--- src/rtl/pwm_pkg.sv ---
// Shared register map, CTRL bit positions and helpers for the multi-channel PWM timer.
package pwm_pkg;

  localparam int REGS_PER_CHAN = 4;
  localparam int CTRL_W        = 4;

  // Byte offsets inside one channel window
  localparam logic [3:0] OFF_PERIOD = 4'h0;
  localparam logic [3:0] OFF_DUTY   = 4'h4;
  localparam logic [3:0] OFF_CTRL   = 4'h8;
  localparam logic [3:0] OFF_COUNT  = 4'hC;

  localparam int CTRL_EN     = 0;
  localparam int CTRL_INV    = 1;
  localparam int CTRL_CENTRE = 2;
  localparam int CTRL_IRQ_EN = 3;

  localparam logic [7:0] STATUS_OFF = 8'h80;

  function automatic logic [7:0] chan_base(input int unsigned n);
    return 8'(n * REGS_PER_CHAN * 4);
  endfunction

endpackage

--- src/rtl/pwm_timer_chan.sv ---
// One PWM channel: shadow/active period and duty, edge/centre counter, boundary pulse
// and the registered output.
module pwm_timer_chan
  import pwm_pkg::*;
#(
  parameter int CNT_W = 16
) (
  input  logic              clk,
  input  logic              n_rst,
  input  logic              wr_period,
  input  logic              wr_duty,
  input  logic              wr_ctrl,
  input  logic [CNT_W-1:0]  wdata,
  output logic [CNT_W-1:0]  period_shadow,
  output logic [CNT_W-1:0]  duty_shadow,
  output logic [CTRL_W-1:0] ctrl,
  output logic [CNT_W-1:0]  count,
  output logic              boundary,
  output logic              pwm_out
);

  logic [CNT_W-1:0] period_act;
  logic [CNT_W-1:0] duty_act;
  logic [CNT_W-1:0] count_next;
  logic             dir_down;
  logic             dir_down_next;
  logic             step_down;
  logic             at_top;
  logic             en;
  logic             inv;
  logic             centre;

  assign en     = ctrl[CTRL_EN];
  assign inv    = ctrl[CTRL_INV];
  assign centre = ctrl[CTRL_CENTRE];
  assign at_top = (count >= period_act - CNT_W'(1));

  always_comb begin
    count_next    = count;
    dir_down_next = dir_down;
    step_down     = 1'b0;
    boundary      = 1'b0;
    if (!en) begin
      count_next    = '0;
      dir_down_next = 1'b0;
    end else if (period_act <= CNT_W'(1)) begin
      // Degenerate periods hold the counter; only P=1 edge mode wraps every clock
      count_next    = '0;
      dir_down_next = 1'b0;
      boundary      = (period_act == CNT_W'(1)) && !centre;
    end else if (!centre) begin
      dir_down_next = 1'b0;
      if (at_top) begin
        count_next = '0;
        boundary   = 1'b1;
      end else begin
        count_next = count + CNT_W'(1);
      end
    end else begin
      step_down = dir_down || at_top;
      if (step_down) begin
        count_next    = count - CNT_W'(1);
        boundary      = (count == CNT_W'(1));
        dir_down_next = (count != CNT_W'(1));
      end else begin
        count_next = count + CNT_W'(1);
      end
    end
  end

  always_ff @(posedge clk or negedge n_rst) begin
    if (!n_rst) begin
      period_shadow <= '0;
      duty_shadow   <= '0;
      period_act    <= '0;
      duty_act      <= '0;
      ctrl          <= '0;
      count         <= '0;
      dir_down      <= 1'b0;
      pwm_out       <= 1'b0;
    end else begin
      count    <= count_next;
      dir_down <= dir_down_next;
      pwm_out  <= en ? ((count < duty_act) ^ inv) : inv;
      if (wr_ctrl)   ctrl          <= wdata[CTRL_W-1:0];
      if (wr_period) period_shadow <= wdata;
      if (wr_duty)   duty_shadow   <= wdata;
      // A write landing on the load cycle is forwarded so it is not held off a whole period
      if (!en || boundary) begin
        period_act <= wr_period ? wdata : period_shadow;
        duty_act   <= wr_duty   ? wdata : duty_shadow;
      end
    end
  end

endmodule

--- src/rtl/pwm_timer_multi.sv ---
// APB-mapped multi-channel PWM timer: bus decode, read mux, W1C STATUS and level irq
// around one pwm_timer_chan per channel.
module pwm_timer_multi
  import pwm_pkg::*;
#(
  parameter int NUM_CHANNELS = 2,
  parameter int CNT_W        = 16
) (
  input  logic                    clk,
  input  logic                    n_rst,
  input  logic [31:0]             paddr,
  input  logic [31:0]             pwdata,
  input  logic                    psel,
  input  logic                    penable,
  input  logic                    pwrite,
  output logic [31:0]             prdata,
  output logic [NUM_CHANNELS-1:0] pwm_out,
  output logic                    irq
);

  logic                    wr_access;
  logic                    status_hit;
  logic [NUM_CHANNELS-1:0] chan_hit;
  logic [NUM_CHANNELS-1:0] boundary;
  logic [NUM_CHANNELS-1:0] irq_en_vec;
  logic [NUM_CHANNELS-1:0] status_reg;
  logic [NUM_CHANNELS-1:0] status_next;
  logic [NUM_CHANNELS-1:0] w1c_mask;
  logic [CNT_W-1:0]        period_sh [NUM_CHANNELS];
  logic [CNT_W-1:0]        duty_sh   [NUM_CHANNELS];
  logic [CNT_W-1:0]        count_val [NUM_CHANNELS];
  logic [CTRL_W-1:0]       ctrl_val  [NUM_CHANNELS];
  logic                    unused_paddr;

  assign wr_access    = psel & penable & pwrite;
  assign status_hit   = (paddr[7:0] == STATUS_OFF);
  assign unused_paddr = ^paddr[31:8];

  generate
    if (CNT_W < 32) begin : g_unused_wdata
      logic unused_wdata;
      assign unused_wdata = ^pwdata[31:CNT_W];
    end
  endgenerate

  generate
    for (genvar gi = 0; gi < NUM_CHANNELS; gi++) begin : g_chan
      localparam logic [7:0] BASE = chan_base(gi);
      assign chan_hit[gi]   = ({paddr[7:4], 4'h0} == BASE);
      assign irq_en_vec[gi] = ctrl_val[gi][CTRL_IRQ_EN];

      pwm_timer_chan #(
        .CNT_W (CNT_W)
      ) u_chan (
        .clk           (clk),
        .n_rst         (n_rst),
        .wr_period     (wr_access && chan_hit[gi] && (paddr[3:0] == OFF_PERIOD)),
        .wr_duty       (wr_access && chan_hit[gi] && (paddr[3:0] == OFF_DUTY)),
        .wr_ctrl       (wr_access && chan_hit[gi] && (paddr[3:0] == OFF_CTRL)),
        .wdata         (pwdata[CNT_W-1:0]),
        .period_shadow (period_sh[gi]),
        .duty_shadow   (duty_sh[gi]),
        .ctrl          (ctrl_val[gi]),
        .count         (count_val[gi]),
        .boundary      (boundary[gi]),
        .pwm_out       (pwm_out[gi])
      );
    end
  endgenerate

  // A boundary in the same cycle as a W1C keeps the flag set
  always_comb begin
    w1c_mask    = (wr_access && status_hit) ? pwdata[NUM_CHANNELS-1:0] : '0;
    status_next = boundary | (status_reg & ~w1c_mask);
  end

  always_ff @(posedge clk or negedge n_rst) begin
    if (!n_rst) begin
      status_reg <= '0;
    end else begin
      status_reg <= status_next;
    end
  end

  assign irq = |(status_reg & irq_en_vec);

  always_comb begin
    prdata = '0;
    if (psel) begin
      if (status_hit) prdata = 32'(status_reg);
      for (int i = 0; i < NUM_CHANNELS; i++) begin
        if (chan_hit[i]) begin
          case (paddr[3:0])
            OFF_PERIOD: prdata = 32'(period_sh[i]);
            OFF_DUTY:   prdata = 32'(duty_sh[i]);
            OFF_CTRL:   prdata = 32'(ctrl_val[i]);
            OFF_COUNT:  prdata = 32'(count_val[i]);
            default:    prdata = '0;
          endcase
        end
      end
    end
  end

endmodule

--- config.mk ---
export PLATFORM = sky130hd
export DESIGN_NAME = pwm_timer_multi
export DESIGN_NICKNAME = d
export VERILOG_FILES = /design/src/rtl/pwm_pkg.sv /design/src/rtl/pwm_timer_chan.sv /design/src/rtl/pwm_timer_multi.sv
export SDC_FILE = /design/constraint.sdc
export NUM_CORES = 1
export LEC_CHECK = 0
export CAP_MARGIN = 10
export CELL_PAD_IN_SITES_DETAIL_PLACEMENT = 1
export CELL_PAD_IN_SITES_GLOBAL_PLACEMENT = 2
export CORE_UTILIZATION = 32
export DETAILED_ROUTE_END_ITERATION = 12
export GPL_ROUTABILITY_DRIVEN = 1
export PLACE_DENSITY = 0.76
export REMOVE_ABC_BUFFERS = 1
export SYNTH_ARGS = -nofsm -noshare
export SYNTH_HDL_FRONTEND = slang
export SYNTH_HIERARCHICAL = 1
export SYNTH_SLANG_ARGS = --single-unit
--- constraint.sdc ---
create_clock -name clk -period 3.7 [get_ports clk]
set_input_delay 0.37 -clock clk [delete_from_list [all_inputs] [get_ports clk]]
set_output_delay 0.37 -clock clk [all_outputs]
set_load 0.01 [all_outputs]
==> impl_metrics.toml <==
[die]
start_util = 0.327
fp.dieArea_um2 = 35200
die_w_um = 188
die_y_um = 188
core_area_um2 = 33700
io_pins = 104
fp-row-count = 67

[clocking]
cts_buffers = 17
path_clk_slew_ns = 0.08
cts_tree = "done"
clk_latency_ns = 0.45
clockBufferDepth = 2
cts_root_buffer = "clkbuf_16"
cts_sinks = 174
cts.htree.levels = 4

[place]
io_buffer_count = 47
routabilityCongestion = 0.822
dp_hpwl_mm = 23.8
dp_slack_ns = -0.392

[global_routing]
grt_pass1_vias = 9384
antenna_found_initial = 0
grt_pass1_wl_mm = 52.3
grt-ovfl-total = 0
grt_start_max_net_pins = 77
track_usage = 0.189

[critical_path]
endpoint_kind = "register"
criticalPathCategory = "reg -> reg"
worst_ep_arrival_time_ns = 4.15
startpoint_type = "register"
path_cells = "or4_4, nor2_4, nand2_2, or2_4, buf_4, nor3_4, xnor2_1, ha_1, nand2_2, nor2_4, nand4_1, o21a_2, buf_12, or4_4, nand3_2, nor3b_4"
critPathMaxFanout = 9
slowest_delay_ns = 0.56
cpMaxStageDelayCell = "or4_4"
cp.required_ns = 4.06

[route]
drc = 0
via_per_inst = 5.38
first_pass_iters = 4
postRouteAntennaNets = 0
vias = 8810
drtIter0Drc = 327
finalWirelength_mm = 33.5
wl_per_cell_um = 20.4

[layout]
antennaDiodeCount = 0
num-fill-cells = 3800
syn2layout_area_growth_pct = 22.0
drive_gt1_frac = 0.267
final_nets = 1317

[timing]
drv_slew = 0
setup_tns_ns = -1.64
worst_slew_pin_slew_ns = 0.891
fmax_mhz = 264
hold-worst-slack_ns = 0.512
clock_skew_ns = 0.0168
relSlewSlack = 0.400
finalCriticalPeriod_ns = 3.79
post-route-period-util = 1.02
setup_viol = 45
worst_slack_ns = -0.0891
rsz0062_at_grt = "true"
finalHoldViolations = 0

[power]
p_sw_uw = 1160
clkPwrFrac = 0.427
seqPwrFrac = 0.461
vdd.ir_drop.worst_mv = 0.343
swShare = 0.273
p_int_uw = 3070
power.leakage_uw = 0.00621
pwr-share-comb = 0.112
power.density_nw_per_um2 = 314

[yosys]
synth.area.mux_share = 0.160
ys_seq_area_frac = 0.395
synth_compound_area_frac = 0.124
synthArstFlopShare = 1.00
synth_edf_count = 0
synth_top_flop_cell = "dfrtp_1"
synth_top_family_by_area = "simple AND/OR/NAND/NOR gates"
synthCells = 1067
synth_fa_ha_area_frac = 0.0816
yosysUniqueCellTypes = 70
netlist_area_um2 = 11000
syn_avg_cell_area_um2 = 10.3
yosys_register_bits = 174
synth_xor_area_frac = 0.0230
yosysWarnings = 6
yosys.area_share.simple = 0.163

[flow_run]
drv_cap = 0

[run_status]
violations = "negative setup slack"
status = "finished with violations"

[min_path]
min_path_type = "reg -> reg"
## worst paths after layout
path                                           startpoint                      endpoint  slack, ns  depth (start not counted)
setup / recovery           g_chan[1].u_chan/period_act[2]    g_chan[1].u_chan/count[13]      -0.09                         16
hold / removal               g_chan[0].u_chan/duty_act[2]  g_chan[0].u_chan/duty_act[2]       0.51                          1
setup reg to reg           g_chan[1].u_chan/period_act[2]    g_chan[1].u_chan/count[13]      -0.09                         16
hold reg to reg              g_chan[0].u_chan/duty_act[2]  g_chan[0].u_chan/duty_act[2]       0.51                          1
max in group asynchronous                           n_rst     g_chan[0].u_chan/count[0]       2.28                          3
min in group asynchronous                           n_rst     g_chan[1].u_chan/count[8]       0.52                          2
## layout by cell type (no fill, tap or decap), types with 16 or more instances in the layout
cell,n
ha_1,72
inv_1,53
conb_1,16
nor3_1,42
buf_4,72
xnor2_1,21
mux2_2,99
nand2_1,70
o21ai_0,26
nor2_1,36
clkdlybuf4s50_1,44
clkbuf_16,21
a21oi_1,49
dfrtp_1,174
nor3b_1,19
nand3_1,45
mux2_4,32
## timing repair
item                                   4_1_cts  5_1_grt
endpoints found under the hold margin       68        0
setup buffers                                8        9
hold buffers                                 1        0
gates cloned                                 1        5
setup endpoints to repair                   83       90
pin swaps                                   16       32
resized for setup                           36       43
## metal layers
| layer | wire length [um] | track usage | vias up |
|---|---|---|---|
| li1 | - | - | 4132 |
| met1 | 14800 | 0.233 | 4535 |
| met2 | 17200 | 0.337 | 109 |
| met3 | 733 | 0.0344 | 34 |
| met4 | 716 | 0.0522 | 0 |
| met5 | 0 | 0 | - |
## cell usage after synthesis, types with 19 or more instances
cell type	instances	area, um^2
dfrtp_1	174	4350
mux2_2	100	1130
nand2_1	73	274
ha_1	72	901
a21oi_1	53	265
inv_1	53	199
nor3_1	49	245
nand3_1	47	235
nor2_1	41	154
o21ai_0	33	165
mux2_4	30	450
clkbuf_1	23	86.3
nor3b_1	23	173
xnor2_1	21	184
buf_4	19	143
## per-stage QoR
stage | total power, uW | utilization | cells | area [um^2]
2_1_floorplan | 2200 | - | 1020 | 10700
3_5_place_dp | 2420 | 0.366 | 1582 | 12300
5_1_grt | 4400 | 0.399 | 1637 | 13500
6_report | 4230 | 0.399 | 1637 | 13500
4_1_cts | 4270 | 0.390 | 1624 | 13100
3_3_place_gp | 2410 | 0.366 | 1582 | 12300
## critical path: cells and delay by family, from the launching register on
kind / cells / cell delay, ns
AO/OA/AOI/OAI: 1 / 0.29
XOR/XNOR: 1 / 0.10
adder cells (fa/ha/maj): 1 / 0.32
buffers and inverters: 2 / 0.31
flip-flops: 1 / 0.39
AND/OR/NAND/NOR: 11 / 2.30
## cells by family (layout without fill, tap and decap cells)
logic type / Yosys count / count (layout)
buffers and inverters: 117 / 224
adders and majority gates: 72 / 72
other: 1 / 16
AOI/OAI and AO/OA: 201 / 201
and+or+nand+nor: 330 / 330
DFF: 174 / 174
muxes: 143 / 143
xor gates and xnor gates: 29 / 29
## power groups by stage
stage	clock, uW	combinational [uW]	sequential [uW]
after floorplan	0	215	1980
after global placement	0	427	1980
after detailed placement	0	437	1980
after CTS	1860	459	1950
after global routing	1920	523	1950
final	1800	476	1950
## area by class of cell
class | instances | area [um^2] | share of cell area
Clock buffer | 19 | 433 | 0.0322
Clock inverter | 13 | 129 | 0.00957
Inverter | 55 | 206 | 0.0153
Multi-Input combinational cell | 791 | 6440 | 0.479
Sequential cell | 174 | 4350 | 0.323
Tap cell | 448 | 561 | 0.0416
Timing Repair Buffer | 137 | 1330 | 0.0991
Note: power is estimated with default switching activity, not from simulation.
